$ cat src/rtl/wfa_pkg.sv
// rtl/wfa_pkg.sv - W-beat field layout and arbiter state encoding shared by the W forward arbiter.
package wfa_pkg;

  localparam int W_BEAT_W   = 77;
  localparam int W_LAST_BIT = 0;
  localparam int W_ADDR_LSB = 33;
  localparam int W_ADDR_MSB = 68;

  typedef enum logic {
    WFA_IDLE,
    WFA_LOCKED
  } wfa_state_e;

endpackage

$ cat src/rtl/w_forward_arbiter_rr_pick.sv
// rtl/w_forward_arbiter_rr_pick.sv - combinational round-robin one-hot picker (first requester at or after ptr).
module rr_pick #(
  parameter  int NUM_SRC = 4,
  localparam int PW      = $clog2(NUM_SRC)
) (
  input  logic [NUM_SRC-1:0] req,
  input  logic [PW-1:0]      ptr,
  output logic [NUM_SRC-1:0] grant
);

  logic          found;
  int            j;
  logic [PW-1:0] jx;

  // Scan NUM_SRC slots starting at ptr; the wrap is an explicit compare so
  // non-power-of-two source counts rotate correctly.
  always_comb begin
    grant = '0;
    found = 1'b0;
    j     = 0;
    jx    = '0;
    for (int i = 0; i < NUM_SRC; i++) begin
      j = int'(ptr) + i;
      if (j >= NUM_SRC) begin
        j = j - NUM_SRC;
      end
      jx = PW'(j);
      if (!found && req[jx]) begin
        grant[jx] = 1'b1;
        found     = 1'b1;
      end
    end
  end

endmodule

$ cat src/rtl/w_forward_arbiter.sv
// rtl/w_forward_arbiter.sv - burst-locked round-robin W-path arbiter; optional stall watchdog under WFA_WATCHDOG_EN.
module w_forward_arbiter
  import wfa_pkg::*;
#(
  parameter int NUM_SRC     = 4,
  parameter int WDOG_CYCLES = 256
) (
  input  logic                          CLK,
  input  logic                          RESET,
  input  logic [NUM_SRC*W_BEAT_W-1:0]   DATAi,
  input  logic [NUM_SRC-1:0]            VALIDi,
  output logic [NUM_SRC-1:0]            READYi,
  output logic [W_BEAT_W-1:0]           DATAo,
  output logic                          VALIDo,
  input  logic                          READYo,
  output logic [NUM_SRC-1:0]            GRANT,
  output logic                          BUSY,
  output logic                          WDOG_ERR
);

  localparam int PW = $clog2(NUM_SRC);

  wfa_state_e            state;
  logic [NUM_SRC-1:0]    grant_q;
  logic [NUM_SRC-1:0]    pick;
  logic [PW-1:0]         rr_ptr;
  logic [PW-1:0]         gidx;
  logic [PW-1:0]         pick_idx;
  logic [W_BEAT_W-1:0]   data_mux;
  logic                  valid_mux;
  logic                  fire;
  logic                  last_fire;

  rr_pick #(.NUM_SRC(NUM_SRC)) u_pick (
    .req   (VALIDi),
    .ptr   (rr_ptr),
    .grant (pick)
  );

  always_comb begin
    pick_idx = '0;
    for (int k = 0; k < NUM_SRC; k++) begin
      if (pick[k]) begin
        pick_idx = PW'(k);
      end
    end
  end

  // AND-OR mux over the one-hot grant; an all-zero grant yields zero data and no valid.
  always_comb begin
    data_mux  = '0;
    valid_mux = 1'b0;
    for (int k = 0; k < NUM_SRC; k++) begin
      data_mux  = data_mux | ({W_BEAT_W{grant_q[k]}} & DATAi[k*W_BEAT_W +: W_BEAT_W]);
      valid_mux = valid_mux | (grant_q[k] & VALIDi[k]);
    end
  end

  assign DATAo     = data_mux;
  assign VALIDo    = valid_mux;
  assign READYi    = grant_q & {NUM_SRC{READYo}};
  assign GRANT     = grant_q;
  assign BUSY      = (state == WFA_LOCKED);
  assign fire      = valid_mux & READYo;
  assign last_fire = fire & data_mux[W_LAST_BIT];

  always_ff @(posedge CLK or posedge RESET) begin
    if (RESET) begin
      state   <= WFA_IDLE;
      grant_q <= '0;
      gidx    <= '0;
      rr_ptr  <= '0;
    end else begin
      case (state)
        WFA_IDLE: begin
          if (|VALIDi) begin
            state   <= WFA_LOCKED;
            grant_q <= pick;
            gidx    <= pick_idx;
          end
        end
        WFA_LOCKED: begin
          if (last_fire) begin
            state   <= WFA_IDLE;
            grant_q <= '0;
            rr_ptr  <= (gidx == PW'(NUM_SRC - 1)) ? '0 : gidx + PW'(1);
          end
        end
        default: state <= WFA_IDLE;
      endcase
    end
  end

`ifdef WFA_WATCHDOG_EN
  localparam int CW = $clog2(WDOG_CYCLES + 1);

  logic [CW-1:0] stall_cnt;
  logic [CW-1:0] stall_nxt;
  logic          wdog_q;

  // Counts locked cycles without a presented beat; the grant is never forced off.
  always_comb begin
    stall_nxt = '0;
    if (state == WFA_LOCKED) begin
      if (fire) begin
        stall_nxt = '0;
      end else if (!valid_mux && (stall_cnt != CW'(WDOG_CYCLES))) begin
        stall_nxt = stall_cnt + CW'(1);
      end else begin
        stall_nxt = stall_cnt;
      end
    end
  end

  always_ff @(posedge CLK or posedge RESET) begin
    if (RESET) begin
      stall_cnt <= '0;
      wdog_q    <= 1'b0;
    end else begin
      stall_cnt <= stall_nxt;
      if (stall_nxt == CW'(WDOG_CYCLES)) begin
        wdog_q <= 1'b1;
      end
    end
  end

  assign WDOG_ERR = wdog_q;
`else
  assign WDOG_ERR = 1'b0;
`endif

endmodule

$ cat config.mk
export PLATFORM = sky130hd
export DESIGN_NAME = w_forward_arbiter
export DESIGN_NICKNAME = d
export VERILOG_FILES = /design/src/rtl/wfa_pkg.sv /design/src/rtl/w_forward_arbiter_rr_pick.sv /design/src/rtl/w_forward_arbiter.sv
export SDC_FILE = /design/constraint.sdc
export NUM_CORES = 1
export LEC_CHECK = 0
export BUFFER_PORTS_ARGS = -buffer_cell sky130_fd_sc_hd__buf_2
export CORE_AREA = 2 2 159 161
export DETAILED_ROUTE_END_ITERATION = 16
export DIE_AREA = 0 0 161 163
export GPL_TIMING_DRIVEN = 0
export SETUP_SLACK_MARGIN = 0.5
export SLEW_MARGIN = 20
export SYNTH_ARGS = -nofsm -noshare
export SYNTH_HDL_FRONTEND = slang
export SYNTH_SLANG_ARGS = --single-unit
$ cat constraint.sdc
create_clock -name CLK -period 3.2 [get_ports CLK]
set_clock_uncertainty 0.2 [all_clocks]
set_input_delay 0.48 -clock CLK [delete_from_list [all_inputs] [get_ports CLK]]
set_output_delay 0.48 -clock CLK [all_outputs]
set_load 0.01 [all_outputs]
==> impl_results.md <==
- Total Die Area: 0.0262 sq mm
- Routability cong.: 0.807
- PwrDens: 115 mW/mm^2
- Largest stage delay, worst path: 360 ps
- Post-synth design cell area: 0.00240 sq mm
- Post-Synth Simple-Gate Area: 21.6%
- Synth Area in Compound Gates: 54.6%
- Mapped Nets: 685
- DP Area: 0.00481 sq mm
- CP Buf/Inv Count: 4
- Crit path launch type: flop
- Initial drt markers: 307
- Slowest CP cell: dfrtp_1
- Hold_ws: -0.704 ps
- Slew @ Worst Pin: 716 ps
- Worst setup EP type: output port
- Hold WC Path Type: in -> async
- Post-Synth XOR/XNOR Area: 0%
- Placeable core region: 0.0247 sq mm
- Largest family of logic cells by synthesized area: compound AO/OA/AOI/OAI gates
- Status: finished, violations left
- FMAX: 383 MHz
- CTS tree: done
- DIE WIDTH: 161 um
- Setup TNS Final: 0 ps
- Post-synthesis mux area share: 2.34%
- Critical path's top delay family: buffers and inverters
- Met2 usage: 18.5%
- Placed cells: 1092
- Max-Cap Viols: 0
- Hold-fix buffers, CTS: 0
- Worst r2r src: rr_ptr[0]$_DFFE_PP0P_
- Setup crit start: GRANT[0]$_DFFE_PP0P_
- R2R depth: 9
- Final Critical Period: 2610 ps
- Io pins: 403
- Slew HR: 51.8%
- Leakage: 2.90 nW
- Critical-path cell list: buf_2 -> clkbuf_2 -> clkbuf_2 -> a22oi_1 -> nand2_1 -> buf_2
- Fin. max-slew vios: 0
- Final Cycle Share: 81.7%
- CP Depth: 6
- Vias: 4705
- Failing checks: negative hold slack
- Detailed Place HPWL: 14200 um
- Final net count: 1089
- Met1 GRT Util: 15.4%
- Die Height: 163 um
- DR DRC count: 0
- Final ANT Viol Nets: 0
- Fin. Hold Viols: 3
- First-pass GRT wire length: 23200 um
- WL/cell: 15.6 um
- Vias in the first global route: 4178
- Netlist cell types: 39
- Root Driver: clkbuf_16
- Pin count of the biggest net entering global routing: 11
- CTS Buf Count: 3
- Layout area overhead: 105%
- Synth Register Bits: 9
- GR peak layer: met2
- Seq/Total Area, Yosys: 9.37%
- Fin cells: 1096
- Crit path required time: 2520 ps
- Met3 Use GR: 1.99%
- Initial antenna violation count: 0
- Peak VDD IR: 0.325 mV
- Number of vias per cell: 4.29
- Initial Util: 9.75%
- Worst Path Arrival: 1930 ps
- Clk_lat worst skew: 230 ps
- Global route overflow: 0
- DRT Pass-1 Iters: 5
- GRT Total Usage: 11.2%
- Post-CTS resize count: 19
- Final wirelength: 17000 um
- Final Cell Area: 0.00494 sq mm
- Share of cells above drive strength 1: 57.3%
- Setup crit end: DATAo[58]
- Reg2reg setup slack: 630 ps
- Worst setup path category: reg -> out
- # diodes: 0
- Endpoints failing setup: 0
- Filler cell count: 2855
- H-tree depth: 1
- Worst Path Max Fanout: 10
- PortBufs: 399
- Setup repair after global routing missed its margin: false
- CTS sink cnt: 9
- Syn Inst Count: 363
- Clk buf depth: 2
- Row count: 58
- R2r endpoint: gidx[1]$_DFFE_PP0P_
- CTS clk-pin slew, worst paths: 40 ps
- Ys Warns: 0
- Syn Area/Cell: 6.62 sq um
- Synth Area in Adders: 3.64%
- # Post-CTS Setup Buffers: 0
[metrics by stage]
step | util [%] | hold slack (ps) | total power (W) | setup WS (ps)
after floorplan | - | 108 | 0.000140 | 857
after global placement | 19.5 | 258 | 0.000340 | 155
after detailed placement | 19.5 | 264 | 0.000343 | 147
after CTS | 19.9 | 18.5 | 0.000566 | 418
after global routing | 20.0 | 41.3 | 0.000596 | 499
final | 20.0 | -0.704 | 0.000566 | 587
[layout by cell type, fill, tap and decap left out, types with 2 or more instances in the layout]
cell type  synthesis  routed
a221oi_1           3       2
a22oi_1          156     156
a31o_2             2       2
a31oi_1            3       3
and2_1             4       4
buf_1              7       3
buf_2              2     405
buf_6              2       2
clkbuf_1          30      15
clkbuf_16          0       3
clkbuf_2           0      16
dfrtp_1            9       7
dfrtp_2            0       2
ha_1               7       7
inv_1              5       5
mux4_2             2       2
nand2_1           92      92
nand3_1            5       5
nor2_1             6       6
nor2b_1            2       2
nor4b_1            2       2
o21ai_0            3       3
o21ai_1            2       2
[worst reg2reg max path, delay by kind of cell (launching register included)]
kind	cells	cell delay [ps]
buf+inv	2	240
simple gates	3	440
mux	1	420
compound gates	2	360
fa+ha+maj	1	380
flops	1	410
[final cells by class]
cell class              instances  area, sq um  share of cell area [%]
plain buffers                  42          204                    4.13
inverters                       5         18.8                   0.380
repair buffers                399         2000                    40.4
flip-flops and latches          9          228                    4.61
clock buffers                   4         78.8                    1.60
multi-input cells             307         2000                    40.5
well taps                     330          413                    8.36
[registers in the layout, summed over array words and instances, names as in the netlist]
| name | cells |
|---|---|
| GRANT | 4 |
| BUSY | 1 |
| rr_ptr | 2 |
| gidx | 2 |
[kinds of logic after synthesis]
logic type,after synthesis
compound gates,175
simple gates,121
buf+inv,47
flops,9
fa+ha+maj,7
mux,3
other cells,1
[power by group]
part | switching [W] | internal, W
Clock | 0.0000518 | 0.000166
Sequential | 0.000000450 | 0.000115
Combinational | 0.0000872 | 0.000145
Total | 0.000139 | 0.000426
[worst min-delay path by stage]
| stage | to | slack (ps) | cells after the start |
|---|---|---|---|
| 2_1_floorplan | BUSY$_DFF_PP0_ | 110 | 1 |
| 3_3_place_gp | GRANT[2]$_DFFE_PP0P_ | 260 | 2 |
| 3_5_place_dp | GRANT[0]$_DFFE_PP0P_ | 260 | 2 |
| 4_1_cts | GRANT[0]$_DFFE_PP0P_ | 20 | 2 |
| 5_1_grt | GRANT[2]$_DFFE_PP0P_ | 40 | 2 |
| 6_report | GRANT[2]$_DFFE_PP0P_ | -0.7 | 2 |
[routing by layer]
metal | vias to the layer above | wire, um
li1 | 2231 | -
met1 | 2146 | 7150
met2 | 314 | 7980
met3 | 14 | 1650
met4 | 0 | 261
met5 | - | 0
[cell usage after synthesis (all sizes together)]
cell type	count	area share, %
inv	5	0.78
nand4	1	0.26
a211oi	1	0.31
a31o	2	0.73
nand2b	1	0.26
a21boi	1	0.31
nor2	6	0.94
nor3	1	0.21
nand4b	1	0.36
dfrtp	9	9.4
a22oi	156	49
nor4	1	0.26
a2111o	1	0.47
a221oi	3	1.1
o31ai	1	0.31
nor4b	2	0.73
a221o	2	0.88
nand3b	1	0.31
a31oi	3	0.78
ha	7	3.6
mux2	1	0.47
o21ai	5	1.0
or2	1	0.26
nor3b	1	0.31
or3b	1	0.36
nand3	6	1.5
nand2	92	14
mux4	2	1.9
and2	4	1.0
clkbuf	30	4.7
buf	12	2.8
conb	1	0.16
nor2b	2	0.52
Power figures use the tool's default switching activity.
